## src/rtl/cordic_pkg.sv

```systemverilog
// rtl/cordic_pkg.sv - shared constants, arctangent table and FSM encoding for the vectoring CORDIC
package cordic_pkg;

   localparam int             ANGLE_W = 16;
   localparam logic [8:0]     K_COMP  = 9'd155;
   localparam logic [15:0]    Z_PI2   = 16'h4000;
   localparam logic [15:0]    Z_NPI2  = 16'hC000;

   typedef enum logic [1:0] {
      IDLE = 2'd0,
      ITER = 2'd1,
      DONE = 2'd2
   } state_t;

   // atan(2^-i) in binary-angle units (0x8000 = pi)
   function automatic logic [ANGLE_W-1:0] atan_lut(input logic [3:0] i);
      case (i)
         4'd0:    atan_lut = 16'h2000;
         4'd1:    atan_lut = 16'h12E4;
         4'd2:    atan_lut = 16'h09FB;
         4'd3:    atan_lut = 16'h0511;
         4'd4:    atan_lut = 16'h028B;
         4'd5:    atan_lut = 16'h0145;
         4'd6:    atan_lut = 16'h00A2;
         4'd7:    atan_lut = 16'h0051;
         4'd8:    atan_lut = 16'h0028;
         4'd9:    atan_lut = 16'h0014;
         4'd10:   atan_lut = 16'h000A;
         4'd11:   atan_lut = 16'h0005;
         4'd12:   atan_lut = 16'h0002;
         4'd13:   atan_lut = 16'h0001;
         default: atan_lut = 16'h0000;
      endcase
   endfunction

endpackage

```

## src/rtl/cordic_vec_step.sv

```systemverilog
// rtl/cordic_vec_step.sv - one combinational vectoring micro-rotation driving y toward zero
module cordic_vec_step
   import cordic_pkg::*;
#(
   parameter int W = 10
) (
   input  logic signed [W-1:0]       x,
   input  logic signed [W-1:0]       y,
   input  logic        [ANGLE_W-1:0] z,
   input  logic        [3:0]         i,
   output logic signed [W-1:0]       x_next,
   output logic signed [W-1:0]       y_next,
   output logic        [ANGLE_W-1:0] z_next
);

   logic signed [W-1:0]  x_sh;
   logic signed [W-1:0]  y_sh;
   logic [ANGLE_W-1:0]   a;

   always_comb begin
      x_sh = x >>> i;
      y_sh = y >>> i;
      a    = atan_lut(i);
      if (!y[W-1]) begin
         x_next = x + y_sh;
         y_next = y - x_sh;
         z_next = z + a;
      end else begin
         x_next = x - y_sh;
         y_next = y + x_sh;
         z_next = z - a;
      end
   end

endmodule

```

## src/rtl/cordic_vectoring.sv

```systemverilog
// rtl/cordic_vectoring.sv - iterative vectoring CORDIC returning phase and gain-compensated magnitude
module cordic_vectoring
   import cordic_pkg::*;
#(
   parameter int XY_SZ = 8,
   parameter int STG   = 8
) (
   input  logic                    CLK_100MHZ,
   input  logic                    RST_N,
   input  logic                    start,
   input  logic signed [XY_SZ-1:0] x_in,
   input  logic signed [XY_SZ-1:0] y_in,
   output logic                    busy,
   output logic                    done,
   output logic [ANGLE_W-1:0]      angle_out,
   output logic [XY_SZ:0]          mag_out
);

   localparam int                 W       = XY_SZ + 2;
   localparam logic [3:0]         LAST    = 4'(STG - 1);
   localparam logic signed [W+8:0] MAG_MAX = (W+9)'((1 << (XY_SZ + 1)) - 1);

   state_t                state;
   logic [3:0]            cnt;
   logic                  zero_in;
   logic signed [W-1:0]   x, y, x_n, y_n, xe, ye, x0, y0;
   logic [ANGLE_W-1:0]    z, z_n, z0;
   logic signed [W+8:0]   prod, scaled;
   logic [XY_SZ:0]        mag_c;

   assign xe = {{2{x_in[XY_SZ-1]}}, x_in};
   assign ye = {{2{y_in[XY_SZ-1]}}, y_in};

   // Fold the left half-plane into |angle| <= pi/2 so the micro-rotations converge
   always_comb begin
      x0 = xe;
      y0 = ye;
      z0 = '0;
      if (xe[W-1]) begin
         if (!ye[W-1]) begin
            x0 = ye;
            y0 = -xe;
            z0 = Z_PI2;
         end else begin
            x0 = -ye;
            y0 = xe;
            z0 = Z_NPI2;
         end
      end
   end

   cordic_vec_step #(.W(W)) u_step (
      .x      (x),
      .y      (y),
      .z      (z),
      .i      (cnt),
      .x_next (x_n),
      .y_next (y_n),
      .z_next (z_n)
   );

   assign prod   = (W+9)'(x_n) * (W+9)'($signed(K_COMP));
   assign scaled = prod >>> 8;

   always_comb begin
      mag_c = scaled[XY_SZ:0];
      if (scaled < 0)
         mag_c = '0;
      else if (scaled > MAG_MAX)
         mag_c = '1;
   end

   always_ff @(posedge CLK_100MHZ) begin
      if (!RST_N) begin
         state     <= IDLE;
         cnt       <= '0;
         busy      <= 1'b0;
         done      <= 1'b0;
         angle_out <= '0;
         mag_out   <= '0;
         zero_in   <= 1'b0;
         x         <= '0;
         y         <= '0;
         z         <= '0;
      end else begin
         case (state)
            IDLE: begin
               if (start) begin
                  x       <= x0;
                  y       <= y0;
                  z       <= z0;
                  zero_in <= (x_in == '0) && (y_in == '0);
                  cnt     <= '0;
                  busy    <= 1'b1;
                  state   <= ITER;
               end
            end
            ITER: begin
               x   <= x_n;
               y   <= y_n;
               z   <= z_n;
               cnt <= cnt + 4'd1;
               if (cnt == LAST) begin
                  // A zero vector has no phase; report 0 rather than the summed table
                  angle_out <= zero_in ? '0 : z_n;
                  mag_out   <= mag_c;
                  done      <= 1'b1;
                  state     <= DONE;
               end
            end
            DONE: begin
               done  <= 1'b0;
               busy  <= 1'b0;
               state <= IDLE;
            end
            default: state <= IDLE;
         endcase
      end
   end

endmodule
```

## config.mk

```make
export PLATFORM = sky130hd
export DESIGN_NAME = cordic_vectoring
export DESIGN_NICKNAME = d
export VERILOG_FILES = /design/src/rtl/cordic_pkg.sv /design/src/rtl/cordic_vec_step.sv /design/src/rtl/cordic_vectoring.sv
export SDC_FILE = /design/constraint.sdc
export NUM_CORES = 1
export LEC_CHECK = 0
export CAP_MARGIN = 20
export CORE_ASPECT_RATIO = 1.1
export CORE_MARGIN = 1.5
export CORE_UTILIZATION = 55
export DETAILED_ROUTE_END_ITERATION = 8
export PLACE_DENSITY_LB_ADDON = 0.25
export SETUP_SLACK_MARGIN = 0.1
export SLEW_MARGIN = 25
export SYNTH_ARGS = -nofsm -noshare
export SYNTH_HDL_FRONTEND = slang
export SYNTH_HIERARCHICAL = 1
export SYNTH_SLANG_ARGS = --single-unit
```

## constraint.sdc

```tcl
create_clock -name CLK_100MHZ -period 8.4 [get_ports CLK_100MHZ]
set_clock_uncertainty 0.2 [all_clocks]
set_input_delay 1.26 -clock CLK_100MHZ [delete_from_list [all_inputs] [get_ports CLK_100MHZ]]
set_output_delay 1.26 -clock CLK_100MHZ [all_outputs]
set_load 0.005 [all_outputs]
```

==> results of run 1 <==
## metal layers
| layer | up-vias | track usage [%] |
|---|---|---|
| li1 | 3566 | - |
| met1 | 3356 | 35.34 |
| met2 | 203 | 44.67 |
| met3 | 37 | 3.843 |
| met4 | 0 | 11.19 |
| met5 | - | 0 |
## cell usage after synthesis (all sizes together) (5+ instances only)
master  number  area [sq um]
nor2b       15         101.3
clkbuf      43         161.4
ha          83          1039
a211oi      15         117.6
dfxtp       70          1401
nand2b      12         75.07
o21a        10         75.07
mux2        11         127.6
or2          7         43.79
xnor2       33         289.0
mux2i       19         190.2
a21oi      106         530.5
nand3b      18         135.1
a21o         8         60.06
inv         89         334.1
fa          25         500.5
nor2        74         277.8
xor2        24         210.2
buf          9         56.30
nand3       28         140.1
or3          5         31.28
o211ai      13         97.59
a31oi        5         31.28
nand4        5         31.28
o22ai        5         31.28
nor3        21         121.4
mux4         6         146.4
a22oi        6         50.05
o21ai       44         220.2
a22o         7         61.31
nand2       97         371.6
## area by class of cell
cell class / count / area (sq um) / share of cell area, %
clock inverter: 5 / 57.56 / 0.6605
tap: 188 / 235.2 / 2.700
timing repair buffer: 69 / 625.6 / 7.180
sequential: 70 / 1408 / 16.15
multi-input combinational: 779 / 5793 / 66.48
clock buffer: 11 / 252.7 / 2.901
inverter: 91 / 341.6 / 3.920
## registers in the layout (all words and copies together) (netlist names), 2 cells and up
register / count
state: 2
y: 10
angle_out: 16
z: 16
cnt: 4
x: 10
mag_out: 9
## worst max-delay path, delay by kind of cell, from the launching register on
kind | cells | cell delay, ns
adders and majority gates | 7 | 2.64
muxes | 2 | 0.59
buffers and inverters | 4 | 0.34
and+or+nand+nor | 9 | 1.68
xor gates and xnor gates | 1 | 0.48
AOI/OAI and AO/OA | 7 | 1.39
DFF | 1 | 0.44
## final timing paths
path | start | endpoint | slack, ns | cells after the start
max | cnt[0]$_SDFFE_PN0P_ | mag_out[5]$_SDFFE_PN0P_ | 0.54 | 30
max reg2reg | cnt[0]$_SDFFE_PN0P_ | mag_out[5]$_SDFFE_PN0P_ | 0.54 | 30
min reg2reg | angle_out[14]$_SDFFE_PN0P_ | angle_out[14]$_SDFFE_PN0P_ | 0.25 | 2
min | angle_out[14]$_SDFFE_PN0P_ | angle_out[14]$_SDFFE_PN0P_ | 0.25 | 2
## logic make-up (layout without fill, tap and decap cells)
kind of cell             after synthesis  after routing
XOR/XNOR                              58             58
buffers and inverters                143            176
adder cells (fa/ha/maj)              108            108
multiplexers                          36             36
AO/OA/AOI/OAI                        274            274
AND/OR/NAND/NOR                      303            303
flip-flops                            70             70
## repair_timing
item,4_1_cts,5_1_grt
resized for setup,0,6
hold buffers,0,0
setup endpoints to repair,0,9
buffers inserted,0,1
## through the flow
| step | util (%) | hold slack [ns] | instance area (sq um) | std cells |
|---|---|---|---|---|
| after floorplan | - | 0.2406 | 7736 | 992 |
| after global placement | 60.74 | 0.2374 | 8379 | 1196 |
| after detailed placement | 60.74 | 0.2440 | 8379 | 1196 |
| after CTS | 62.99 | 0.2505 | 8690 | 1212 |
| after global routing | 63.17 | 0.2617 | 8713 | 1213 |
| final | 63.17 | 0.2452 | 8713 | 1213 |
==> results.py, run 1 <==
metrics = {
    "status": {
        "outcome": "complete, no violations",
    },
    "synth": {
        "ys_ff_latch": 70,
        "synth_compound_area_share_pct": 22.68,
        "yosys_warnings": 6,
        "netlist_area_sq_um": 7736,
        "async_flop_share_pct": 0,
        "netlist_instances": 992,
        "synth_edf_count": 0,
        "synthAdderAreaFrac_pct": 19.89,
        "avgSynthCellArea_sq_um": 7.799,
        "yosys.area_share.simple_pct": 19.34,
        "synthFlopType": "dfxtp_1",
        "synth-xor-area-share_pct": 6.744,
        "synthesis.nets": 1119,
        "muxShareOfSynthArea_pct": 6.000,
        "synth.distinct_cells": 81,
        "seq_area_frac_synth_pct": 18.11,
        "synth_top_family_by_area": "compound AO/OA/AOI/OAI gates",
    },
    "setup_path": {
        "cp_slowest_cell": "fa_1",
        "cp-end-kind": "flip-flop",
        "cp-start-kind": "flip-flop",
        "cp.required_ns": 8.44,
        "slowest_delay_ns": 0.54,
        "worst_ep_arrival_time_ns": 7.90,
        "path_class": "reg -> reg",
        "cp_common_cell": "ha_1",
        "path_max_fanout": 13,
    },
    "die": {
        "initial_core_util_pct": 56.08,
        "die_height_um": 127.4,
        "die_w_um": 116.1,
        "core_sq_um": 13790,
        "rows": 45,
        "ios": 46,
        "die_area_sq_um": 14790,
    },
    "routing": {
        "via_count": 7162,
        "routed_wl_um": 19090,
        "wl_met2_um": 9114,
        "dr.pass1.iters": 5,
        "wl_met1_um": 8605,
        "wl_per_cell_um": 15.74,
        "ant_nets": 0,
        "drt-initial-drc-count": 558,
        "post-route-drc-count": 0,
        "routed_via_density": 5.904,
        "dr.max_layer_used": "met4",
        "wl_met3_um": 872,
    },
    "timing": {
        "slew_headroom_pct": 33.94,
        "drv_slew": 0,
        "clock.fmax_ghz": 0.1273,
        "hold_viol": 0,
        "period_share_pct": 93.53,
        "rsz0062_at_grt": "no",
        "layout_setup_ws_ns": 0.5431,
        "setup_viol": 0,
        "fin_crit_ns": 7.857,
        "worst_slew_pin_slew_ns": 0.9909,
        "tns_ns": 0,
    },
    "cells_and_area": {
        "syn2layout_area_growth_pct": 12.63,
        "insertedDiodeCount": 0,
        "final_cell_mix": "106 x a21oi_1, 96 x nand2_1, 88 x inv_1",
        "fillers": 1259,
        "drive_above_1_share_pct": 8.000,
        "final_common_cell": "a21oi_1",
        "layout.nets": 1147,
    },
    "clocking": {
        "numCtsBuffers": 9,
        "h-tree-depth": 3,
        "clk_path_buf_depth": 2,
        "cts_tree": "done",
        "root_buffer": "clkbuf_16",
        "clock_latency_ns": 0.35,
        "clkTransAtPathRegs_ns": 0.06,
        "clock_sinks": 70,
    },
    "global_routing": {
        "track_usage_pct": 27.06,
        "antenna_found_initial": 0,
        "grt_pass1_wl_um": 31830,
        "grt-ovfl-total": 0,
        "grt_pass1_vias": 6619,
        "grt_max_degree": 56,
    },
    "placed_design": {
        "post-place-ws_ns": 0.3006,
        "port_buffers": 45,
        "dp_hpwl_um": 14210,
        "gp_congestion": 0.9303,
    },
    "flow_run": {
        "cap_violations": 0,
    },
    "min_path": {
        "min_path_type": "reg -> reg",
    },
}
Power of run 1 is left out: the tool's default activity adds up to more than one toggle a clock period on the data nets, which glitch-free logic cannot reach.
==> run 2: changes to the inputs <==
--- a/config.mk
+++ b/config.mk
@@ -12,7 +12,6 @@
 export DETAILED_ROUTE_END_ITERATION = 8
 export PLACE_DENSITY_LB_ADDON = 0.25
 export SETUP_SLACK_MARGIN = 0.1
-export SLEW_MARGIN = 25
 export SYNTH_ARGS = -nofsm -noshare
 export SYNTH_HDL_FRONTEND = slang
 export SYNTH_HIERARCHICAL = 1
==> constraint.sdc (replaced) <==
create_clock -name CLK_100MHZ -period 6.9 [get_ports CLK_100MHZ]
set_clock_uncertainty 0.2 [all_clocks]
set_input_delay 1.035 -clock CLK_100MHZ [delete_from_list [all_inputs] [get_ports CLK_100MHZ]]
set_output_delay 1.035 -clock CLK_100MHZ [all_outputs]
set_load 0.005 [all_outputs]
==> run 2 against run 1 <==
Against the previous run:
- the flow now finishes with violations (negative setup slack)
- worst setup slack got worse by 0.72 ns
- sequential share of layout area fell by 1.9 points
- maximum frequency increased by 11%
- register-to-register slack lost 0.72 ns
- cell area grew 14%
- routed wire length increased by 15%
- first-iteration DRC count increased by 4.3%
- non-clock buffer count is 88 higher
- global-route usage is 2.7 points higher
- flip-flop and latch count is the same
==> results.py, run 2 (synthesis results as in run 1) <==
metrics = {
    "setup_path": {
        "slowest_delay_ns": 0.55,
        "path_max_fanout": 8,
        "cp.required_ns": 6.94,
        "worst_ep_arrival_time_ns": 7.11,
        "path_class": "reg -> reg",
        "cp-start-kind": "flip-flop",
        "r2r-start": "cnt[0]$_SDFFE_PN0P_",
        "cp-startpoint": "cnt[0]$_SDFFE_PN0P_",
        "cp-end-kind": "flip-flop",
        "cp_slowest_cell": "fa_1",
    },
    "routing": {
        "via_count": 7715,
        "wl_met2_um": 10880,
        "dr.pass1.iters": 6,
        "wl_met3_um": 1037,
        "routed_wl_um": 21960,
        "ant_nets": 0,
        "post-route-drc-count": 0,
        "routed_via_density": 5.930,
        "drt-initial-drc-count": 582,
        "dr.max_layer_used": "met4",
        "wl_per_cell_um": 16.88,
        "wl_met1_um": 9576,
    },
    "global_routing": {
        "track_usage_pct": 29.77,
        "grt_pass1_vias": 7207,
        "grt-ovfl-total": 0,
        "grt_pass1_wl_um": 35250,
        "antenna_found_initial": 0,
        "grt_max_degree": 56,
    },
    "cells_and_area": {
        "final_common_cell": "buf_4",
        "syn2layout_area_growth_pct": 28.17,
        "final_cell_mix": "104 x buf_4, 97 x a21oi_1, 92 x nand2_1",
        "fillers": 1078,
        "reg.largest.list": "angle_out x16, z x16",
        "layout.nets": 1235,
        "insertedDiodeCount": 0,
        "drive_above_1_share_pct": 21.11,
    },
    "clocking": {
        "h-tree-depth": 3,
        "numCtsBuffers": 9,
        "root_buffer": "clkbuf_16",
        "clock_sinks": 70,
        "clock_latency_ns": 0.35,
        "ctsHoldBuffers": 0,
        "cts_tree": "done",
        "clkTransAtPathRegs_ns": 0.06,
        "clk_path_buf_depth": 2,
    },
    "timing": {
        "layout_setup_ws_ns": -0.1720,
        "drv_slew": 0,
        "setup_viol": 9,
        "slew_headroom_pct": 26.10,
        "fin_crit_ns": 7.072,
        "whs_ns": 0.2485,
        "period_share_pct": 102.5,
        "worst_slew_pin_slew_ns": 1.105,
        "hold_viol": 0,
        "rsz0062_at_grt": "yes",
        "tns_ns": -1.252,
        "clock.fmax_ghz": 0.1414,
    },
    "die": {
        "die_height_um": 127.4,
        "core_sq_um": 13790,
        "rows": 45,
        "initial_core_util_pct": 56.08,
        "die_w_um": 116.1,
        "ios": 46,
        "die_area_sq_um": 14790,
    },
    "placed_design": {
        "dp_hpwl_um": 15690,
        "gp_congestion": 0.9071,
        "port_buffers": 45,
    },
    "status": {
        "violations": "negative setup slack",
        "outcome": "complete, but fails checks",
    },
    "min_path": {
        "min_path_type": "reg -> reg",
        "hp-start": "angle_out[6]$_SDFFE_PN0P_",
    },
    "flow_run": {
        "cap_violations": 0,
    },
}
## run 2: cell count changes in the layout (fill, tap and decap cells not counted), sizes merged
cell / before / now
buf: 25 / 112
bufinv: 1 / 2
clkdlybuf4s50: 44 / 45
clkbuf: 11 / 9
clkinv: 6 / 4
clkinvlp: 0 / 2
inv: 89 / 90
## run 2: worst paths after layout
path | to | slack, ns | cells past startpoint
worst max-delay path | mag_out[5]$_SDFFE_PN0P_ | -0.17 | 31
worst min register to register | angle_out[6]$_SDFFE_PN0P_ | 0.25 | 2
worst min-delay path | angle_out[6]$_SDFFE_PN0P_ | 0.25 | 2
worst max register to register | mag_out[5]$_SDFFE_PN0P_ | -0.17 | 31
## run 2: metal layers
metal  GRT usage [%]  vias up
met5               0        -
met4           9.326        0
met3           3.748       36
met2           51.21      257
met1           38.64     3668
li1                -     3754
## run 2: timing repair
item | 4_1_cts | 5_1_grt
endpoints found under the setup margin | 9 | 9
cloned | 0 | 0
pin swaps | 31 | 31
setup buffers | 21 | 7
gates resized for setup | 41 | 37
endpoints found under the hold margin | 0 | 0
## run 2: layout make-up
class / instances / area, sq um / area share, %
flip-flops and latches: 70 / 1410 / 14.22
well taps: 188 / 235.2 / 2.372
multi-input cells: 779 / 6272 / 63.26
repair buffers: 157 / 1330 / 13.41
inverters: 91 / 345.3 / 3.483
clock buffers: 9 / 225.2 / 2.271
clock inverters: 7 / 97.59 / 0.9842
## run 2: worst max-delay path, delay by kind of cell (launching register included)
family,cells,cell delay (ns)
muxes,1,0.13
DFF,1,0.37
buffers and inverters,5,0.43
xor gates and xnor gates,1,0.35
adders and majority gates,7,2.33
and+or+nand+nor,7,1.63
AOI/OAI and AO/OA,10,1.53
## run 2: stage by stage
stage / utilization (%) / instance area [sq um] / worst slack (ns) / instances
floorplan: - / 7948 / 0.1029 / 992
global route: 71.88 / 9916 / -0.3963 / 1301
CTS: 70.33 / 9702 / -0.04188 / 1295
finish: 71.88 / 9916 / -0.1720 / 1301
global placement: 65.64 / 9055 / -0.02665 / 1260
detailed placement: 65.64 / 9055 / -0.1543 / 1260
Power of run 2 is left out for the same reason.
